--- src/rtl/div_pkg.sv ---
// Shared encodings for the restoring divider sequencer: FSM states, shift-register
// select codes and remainder-source mux codes.
package div_pkg;

    typedef enum logic [2:0] {
        S_IDLE = 3'd0,
        S_LOAD = 3'd1,
        S_ITER = 3'd2,
        S_FIN  = 3'd3,
        S_DZ   = 3'd4
    } state_t;

    localparam logic [1:0] SEL_HOLD = 2'd0;
    localparam logic [1:0] SEL_LOAD = 2'd1;
    localparam logic [1:0] SEL_SHL  = 2'd2;
    localparam logic [1:0] SEL_SHR  = 2'd3;

    localparam logic MUX_ZERO = 1'b0;
    localparam logic MUX_DIFF = 1'b1;

endpackage

--- src/rtl/div_iter_cnt.sv ---
// Iteration counter for the divider sequencer: synchronous clear-to-zero and
// increment, with terminal count flagged on the last of N iterations.
module div_iter_cnt #(
    parameter int N  = 8,
    parameter int CW = 3
) (
    input  logic clk,
    input  logic clr,
    input  logic cnt_clr,
    input  logic cnt_inc,
    output logic tc
);

    logic [CW-1:0] count;

    always_ff @(posedge clk or posedge clr) begin
        if (clr) begin
            count <= '0;
        end else if (cnt_clr) begin
            count <= '0;
        end else if (cnt_inc) begin
            count <= count + CW'(1);
        end
    end

    assign tc = (count == CW'(N - 1));

endmodule

--- src/rtl/div_seq_ctrl.sv ---
// Sequencing FSM for the restoring shift-subtract divider datapath.
// Optional build macro DIV_ABORT_EN adds an abort input that cancels LOAD/ITER.
//
// state  | meaning
// IDLE   | waiting for start; selects hold
// LOAD   | load dividend, divisor, clear remainder, zero the counter
// ITER   | one shift/subtract step per cycle, N cycles
// FIN    | one-cycle done pulse
// DZ     | divide-by-zero: done pulse, dz_err set on exit
module div_seq_ctrl
    import div_pkg::*;
#(
    parameter int N  = 8,
    parameter int CW = 3
) (
    input  logic       clk,
    input  logic       clr,
    input  logic       start,
    input  logic       div_zero,
    input  logic       rem_ge,
    input  logic       q_msb,
`ifdef DIV_ABORT_EN
    input  logic       abort,
`endif
    output logic [1:0] r_sel,
    output logic       r_dbit,
    output logic [1:0] q_sel,
    output logic       q_dbit,
    output logic       mux_sel,
    output logic       d_ld,
    output logic       busy,
    output logic       done,
    output logic       dz_err
);

    state_t state, state_n;
    logic   cnt_clr, cnt_inc, tc;

    div_iter_cnt #(.N(N), .CW(CW)) u_iter_cnt (
        .clk     (clk),
        .clr     (clr),
        .cnt_clr (cnt_clr),
        .cnt_inc (cnt_inc),
        .tc      (tc)
    );

    always_ff @(posedge clk or posedge clr) begin
        if (clr) begin
            state <= S_IDLE;
        end else begin
            state <= state_n;
        end
    end

    // Cleared by any accepted start; set as DZ hands back to IDLE.
    always_ff @(posedge clk or posedge clr) begin
        if (clr) begin
            dz_err <= 1'b0;
        end else if (state == S_IDLE && start) begin
            dz_err <= 1'b0;
        end else if (state == S_DZ) begin
            dz_err <= 1'b1;
        end
    end

    always_comb begin
        state_n = state;
        r_sel   = SEL_HOLD;
        r_dbit  = 1'b0;
        q_sel   = SEL_HOLD;
        q_dbit  = 1'b0;
        mux_sel = MUX_ZERO;
        d_ld    = 1'b0;
        busy    = 1'b0;
        done    = 1'b0;
        cnt_clr = 1'b0;
        cnt_inc = 1'b0;
        case (state)
            S_IDLE: begin
                if (start) begin
                    state_n = div_zero ? S_DZ : S_LOAD;
                end
            end
            S_LOAD: begin
                busy    = 1'b1;
                state_n = S_ITER;
                q_sel   = SEL_LOAD;
                r_sel   = SEL_LOAD;
                mux_sel = MUX_ZERO;
                d_ld    = 1'b1;
                cnt_clr = 1'b1;
`ifdef DIV_ABORT_EN
                if (abort) begin
                    state_n = S_IDLE;
                    q_sel   = SEL_HOLD;
                    r_sel   = SEL_HOLD;
                    d_ld    = 1'b0;
                    cnt_clr = 1'b0;
                end
`endif
            end
            S_ITER: begin
                busy    = 1'b1;
                cnt_inc = 1'b1;
                q_sel   = SEL_SHL;
                q_dbit  = rem_ge;
                if (rem_ge) begin
                    r_sel   = SEL_LOAD;
                    mux_sel = MUX_DIFF;
                end else begin
                    r_sel   = SEL_SHL;
                    r_dbit  = q_msb;
                end
                state_n = tc ? S_FIN : S_ITER;
`ifdef DIV_ABORT_EN
                // Abort outranks the terminal-count exit.
                if (abort) begin
                    state_n = S_IDLE;
                    cnt_inc = 1'b0;
                    q_sel   = SEL_HOLD;
                    q_dbit  = 1'b0;
                    r_sel   = SEL_HOLD;
                    r_dbit  = 1'b0;
                    mux_sel = MUX_ZERO;
                end
`endif
            end
            S_FIN: begin
                done    = 1'b1;
                state_n = S_IDLE;
            end
            S_DZ: begin
                done    = 1'b1;
                state_n = S_IDLE;
            end
            default: begin
                state_n = S_IDLE;
            end
        endcase
    end

endmodule

--- config.mk ---
export PLATFORM = sky130hd
export DESIGN_NAME = div_seq_ctrl
export DESIGN_NICKNAME = d
export VERILOG_FILES = /design/src/rtl/div_pkg.sv /design/src/rtl/div_iter_cnt.sv /design/src/rtl/div_seq_ctrl.sv
export SDC_FILE = /design/constraint.sdc
export NUM_CORES = 1
export LEC_CHECK = 0
export ABC_CLOCK_PERIOD_IN_PS = 1900
export CORE_MARGIN = 3
export CORE_UTILIZATION = 35
export DETAILED_ROUTE_END_ITERATION = 16
export PLACE_DENSITY = 0.65
export SYNTH_ARGS = -nofsm -noshare
export SYNTH_HDL_FRONTEND = slang
export SYNTH_SLANG_ARGS = --single-unit
--- constraint.sdc ---
create_clock -name clk -period 1.9 [get_ports clk]
set_clock_uncertainty 0.05 [all_clocks]
set_input_delay 0.38 -clock clk [delete_from_list [all_inputs] [get_ports clk]]
set_output_delay 0.38 -clock clk [all_outputs]
set_load 0.01 [all_outputs]
==> impl_metrics.ini, run 1 <==
[status]
status = complete, no violations

[sta]
finalCriticalPeriod_ns = 1.81
setup_tns_ns = 0
max_freq_ghz = 0.552
setup_viol = 0
slew-limit-headroom_pct = 81.1
worst_pin_slew_ns = 0.283
timing.hold.ws_ns = 0.310
hold_violations = 0
setup_ws_ns = 0.0893
slew_viol_final = 0
period_share_pct = 95.3

[power_and_ir_drop]
power_switching_share_pct = 35.6
power_uw = 881
p_leak_nw = 0.384
power_frac_seq_pct = 29.4
internal_power_uw = 567
irDropWorstVdd_mv = 0.612
clkPwrFrac_pct = 15.7
pwr-share-comb_pct = 54.9
switchingPower_uw = 314
powerDensity_nw_per_um2 = 1240

[placement]
pre_cts_ws_ns = -0.310
placed_cell_area_um2 = 639
place_inst = 75
place.gp.congestion = 0.635
post-dp-hpwl_um = 822
io_buffer_count = 16

[routing]
detail-route-antenna-nets = 0
via_per_inst = 4.96
first_iter_violations = 1
wl_per_cell_um = 12.5
drc = 0
finalWirelength_um = 1070
via_count = 422
drt_first_pass_iters = 2

[synth]
synthAdderAreaFrac_pct = 5.29
yosysWarnings = 0
synth.mux.area_fraction_pct = 0
ys_ff_latch = 7
async_flop_share_pct = 100
syn_avg_cell_area_um2 = 10.3
synth_compound_area_share_pct = 15.9
synth_top_family_by_area = simple AND/OR/NAND/NOR gates
yosys_most_used_dff = dfrtp_1
syn-cell-area_um2 = 473
yosys.area_share.simple_pct = 32.3
synthXorXnorAreaFrac_pct = 0
synthCells = 46
syn_nets = 54
synth_edf_count = 0
ys_types = 24
synth-seq-area-share_pct = 37.0

[floorplan]
dieArea_um2 = 1830
ios = 17
fp.dieH_um = 42.8
coreArea_um2 = 1190
die_w_um = 42.8
rows = 12
start_util_pct = 39.9

[clock_network]
htreeDepth = 1
cts_root_buffer = clkbuf_4
cts_inserted_buffers = 3
worstSkewPairLatency_ns = 0.25
cts_hold_buf = 0
clockBufferDepth = 2
cts_tree = yes
path_clk_slew_ns = 0.06
cts_sinks = 7

[critical_path]
start_kind = flip-flop
r2r_slack_ns = 0.39
crit_arrival_ns = 1.38
crit_path_end_kind = output pin
crit_path_start = state[0]
r2r-end = u_iter_cnt.count[2]
r2r_start = u_iter_cnt.count[0]
path_class = flip-flop to output pin
crit_fanout = 5
ff2ff_path_depth = 4
cp_data_required_time_ns = 1.47
cp-endpoint = busy

[cells_and_area]
diodes = 0
syn_to_final_growth_pct = 50.3
layout-drive-gt1-share_pct = 26.8
layout.nets = 80
finalNonFillerCells = 85
stdcell_area_um2 = 711
finish.utilization_pct = 59.9
nFillCells = 123

[grt]
antenna_found_initial = 0
grt_pass1_wl_um = 1900
grt-ovfl-total = 0
grt_use_total_pct = 14.0
grt_max_degree = 10
grt_pass1_vias = 418

[run]
cap_violations = 0

[min_path]
hold_class = primary input to asynchronous set/reset pin
[area by class of cell]
class                   instances  area (um2)  area share (%)
clock buffers                   4        26.3            3.70
inverters                       1        3.75           0.528
multi-input cells              33         267            37.5
flip-flops and latches          7         178            25.0
well taps                      14        17.5            2.46
repair buffers                 26         219            30.8
[metal layers]
layer | GRT usage (%) | vias up | part of all wire, %
li1 | - | 217 | -
met3 | 5.08 | 0 | 4.9
met2 | 21.9 | 9 | 49
met1 | 17.1 | 196 | 46
met5 | 0 | - | 0
met4 | 5.59 | 0 | 0
[cell usage after synthesis (2+ instances only)]
| cell type | instances | area, um2 |
|---|---|---|
| nand2b_1 | 2 | 12.5 |
| buf_4 | 4 | 30.0 |
| or3b_1 | 2 | 17.5 |
| dfrtp_1 | 7 | 175 |
| a22o_1 | 2 | 17.5 |
| a211o_1 | 2 | 17.5 |
| ha_1 | 2 | 25.0 |
| a21oi_1 | 3 | 15.0 |
| and2_1 | 2 | 12.5 |
| nor3b_1 | 3 | 22.5 |
| nor2_1 | 4 | 15.0 |
[cell families (layout without fill, tap and decap cells)]
kind of cell / after synthesis / count (layout)
compound gates: 10 / 10
simple gates: 21 / 21
flops: 7 / 7
buf+inv: 6 / 31
fa+ha+maj: 2 / 2
[timing repair]
action	4_1_cts	5_1_grt
hold endpoints to repair	0	0
setup endpoints to repair	10	2
resized for setup	18	2
pin swaps	1	1
buffers inserted	4	2
[how the worst min path moves through the flow]
stage	from	endpoint	slack, ns	cells after the start
6_report	clr	dz_err	0.31	2
2_1_floorplan	clr	dz_err	0.13	1
5_1_grt	clr	dz_err	0.32	2
4_1_cts	clr	dz_err	0.31	2
3_3_place_gp	u_iter_cnt.count[2]	u_iter_cnt.count[2]	0.45	1
3_5_place_dp	dz_err	dz_err	0.44	1
[worst max-delay path, cell delays in order, from the launching register on]
cell,delay (ns)
dfrtp_2,0.43
buf_4,0.15
nand2b_1,0.15
a21oi_1,0.15
clkdlybuf4s15_1,0.26
[power groups by stage]
stage               logic, mW  clock network, mW  registers, mW
CTS                     0.479              0.144          0.262
detailed placement      0.459                  0          0.271
global placement        0.454                  0          0.267
finish                  0.484              0.138          0.259
global route            0.541              0.155          0.271
floorplan               0.288                  0          0.251
[cell usage in the layout, fill, tap and decap left out, types with 2 or more instances in the layout]
cell type,Yosys,final
dfrtp_2,0,2
buf_4,4,10
nor2_2,0,2
nor3b_1,3,3
and2_1,2,2
or3b_1,2,2
nor2_1,4,2
ha_1,2,2
dfrtp_1,7,5
a211o_1,2,2
nand2b_1,2,2
a22o_1,2,2
clkdlybuf4s50_1,0,5
a21oi_1,3,3
dlygate4sd2_1,0,9
clkbuf_4,0,3
[sequential cells by signal (all words and copies together) (netlist names)]
signal / count
state: 3
dz_err: 1
u_iter_cnt.count: 3
(Power assumes the default switching activity.)
==> run 2, diff against run 1 <==
Settings changed: ABC_CLOCK_PERIOD_IN_PS 1900 to 1930.
Clock period 1.9 ns to 1.93 ns, I/O delays scaled along.
==> impl_metrics.ini, run 2 (synthesized netlist as in run 1, its figures left out) <==
[critical_path]
crit_fanout = 7
path_class = flip-flop to output pin
crit_family = buffers and inverters
crit_path_end_kind = output pin
max_stage_delay_ns = 0.42
r2r-end = u_iter_cnt.count[2]
cp_common_cell = buf_4
ff2ff_path_depth = 4
r2r_start = u_iter_cnt.count[0]
crit_arrival_ns = 1.44
cp_cell_sequence = buf_4 -> buf_4 -> a22o_1 -> dlygate4sd2_1
r2r_slack_ns = 0.42
crit_buf_inv = 3
slowest_stage = dfrtp_1
start_kind = flip-flop
cp_data_required_time_ns = 1.49

[grt]
grt_use_total_pct = 14.4
grt_pass1_wl_um = 1950
antenna_found_initial = 0
grt_pass1_vias = 420
grt-ovfl-total = 0
grt_max_degree = 10

[floorplan]
start_util_pct = 39.9
dieArea_um2 = 1830
coreArea_um2 = 1190
rows = 12
fp.dieH_um = 42.8
die_w_um = 42.8
ios = 17

[sta]
slew_viol_final = 0
hold_violations = 0
max_freq_ghz = 0.534
rsz0062_at_grt = true
period_share_pct = 97.1
slew-limit-headroom_pct = 80.6
finalCriticalPeriod_ns = 1.87
timing.hold.ws_ns = 0.318
worst_pin_slew_ns = 0.290
setup_viol = 0

[routing]
via_count = 420
detail-route-antenna-nets = 0
finalWirelength_um = 1140
drc = 0
first_iter_violations = 2
wl_per_cell_um = 13.6
drt_first_pass_iters = 3
via_per_inst = 5.00

[cells_and_area]
diodes = 0
layout.nets = 79
finalNonFillerCells = 84
reg_top3 = state (3), u_iter_cnt.count (3), dz_err (1)
syn_to_final_growth_pct = 50.3
final_cell_mix = dlygate4sd2_1, buf_4, dfrtp_1, clkdlybuf4s50_1
layout-drive-gt1-share_pct = 25.7

[min_path]
hold_class = primary input to asynchronous set/reset pin

[placement]
place.gp.congestion = 0.635
io_buffer_count = 16
place_inst = 75
post-dp-hpwl_um = 822

[status]
status = complete, no violations

[clock_network]
htreeDepth = 1
clockBufferDepth = 2
cts_sinks = 7
worstSkewPairLatency_ns = 0.25
cts_root_buffer = clkbuf_4
path_clk_slew_ns = 0.06
cts_tree = yes
cts_inserted_buffers = 3

[power_and_ir_drop]
p_leak_nw = 0.392
powerDensity_nw_per_um2 = 1230
irDropWorstVdd_mv = 0.596

[run]
cap_violations = 0
-- run 2: cell count changes in the layout (fill, tap and decap cells not counted) --
cell | before | now
buf_4 | 10 | 8
buf_6 | 0 | 1
dlygate4sd2_1 | 9 | 8
dlymetal6s2s_1 | 0 | 1
-- run 2: worst max-delay path by stage --
stage / slack (ns) / end / from / depth (start not counted)
2_1_floorplan: 0.36 / q_sel[0] / state[1] / 4
3_3_place_gp: -0.26 / r_dbit / rem_ge / 4
3_5_place_dp: -0.29 / r_dbit / rem_ge / 4
4_1_cts: 0.007 / q_sel[1] / state[0] / 3
5_1_grt: -0.005 / busy / state[0] / 4
6_report: 0.06 / done / state[2] / 4
-- run 2: where the power goes --
part / internal, mW / switching [mW]
logic: 0.277 / 0.202
registers: 0.203 / 0.0552
clock network: 0.0791 / 0.0570
total: 0.559 / 0.314
-- run 2: worst register-to-register path, cell delays in order, from the launching register on --
cell and delay [ns]:
dfrtp_1 0.41, ha_1 0.22, ha_1 0.26, and4bb_1 0.20, a211o_1 0.26
-- run 2: cell type report --
type                       instances  area [um2]
clock buffer                       4        26.3
multi-input combinational         33         267
inverter                           1        3.75
timing repair buffer              25         219
fill                             119         475
tap                               14        17.5
sequential                         7         178
-- run 2: metal layers --
layer  GRT usage [%]  part of all wire [%]  vias up
li1                -                     -      213
met1            17.6                    46      198
met2            22.8                    50        9
met3            5.08                   4.7        0
met4            5.59                     0        0
met5               0                     0        -
-- run 2: stage by stage --
| stage | TNS [ns] | util, % | instance area [um2] | setup WS, ns | power, mW |
|---|---|---|---|---|---|
| 6_report | 0 | 59.9 | 711 | 0.0560 | 0.873 |
| 3_3_place_gp | -0.889 | 53.9 | 639 | -0.264 | 0.710 |
| 2_1_floorplan | 0 | - | 473 | 0.364 | 0.531 |
| 4_1_cts | 0 | 58.4 | 693 | 0.00745 | 0.869 |
| 3_5_place_dp | -0.983 | 53.9 | 639 | -0.292 | 0.719 |
| 5_1_grt | -0.00547 | 59.9 | 711 | -0.00547 | 0.953 |
-- run 2: timing repair --
item / CTS / global route
resized for setup: 16 / 5
hold buffers: 0 / 0
endpoints found under the setup margin: 10 / 4
setup buffers: 4 / 1
pin swaps: 1 / 1
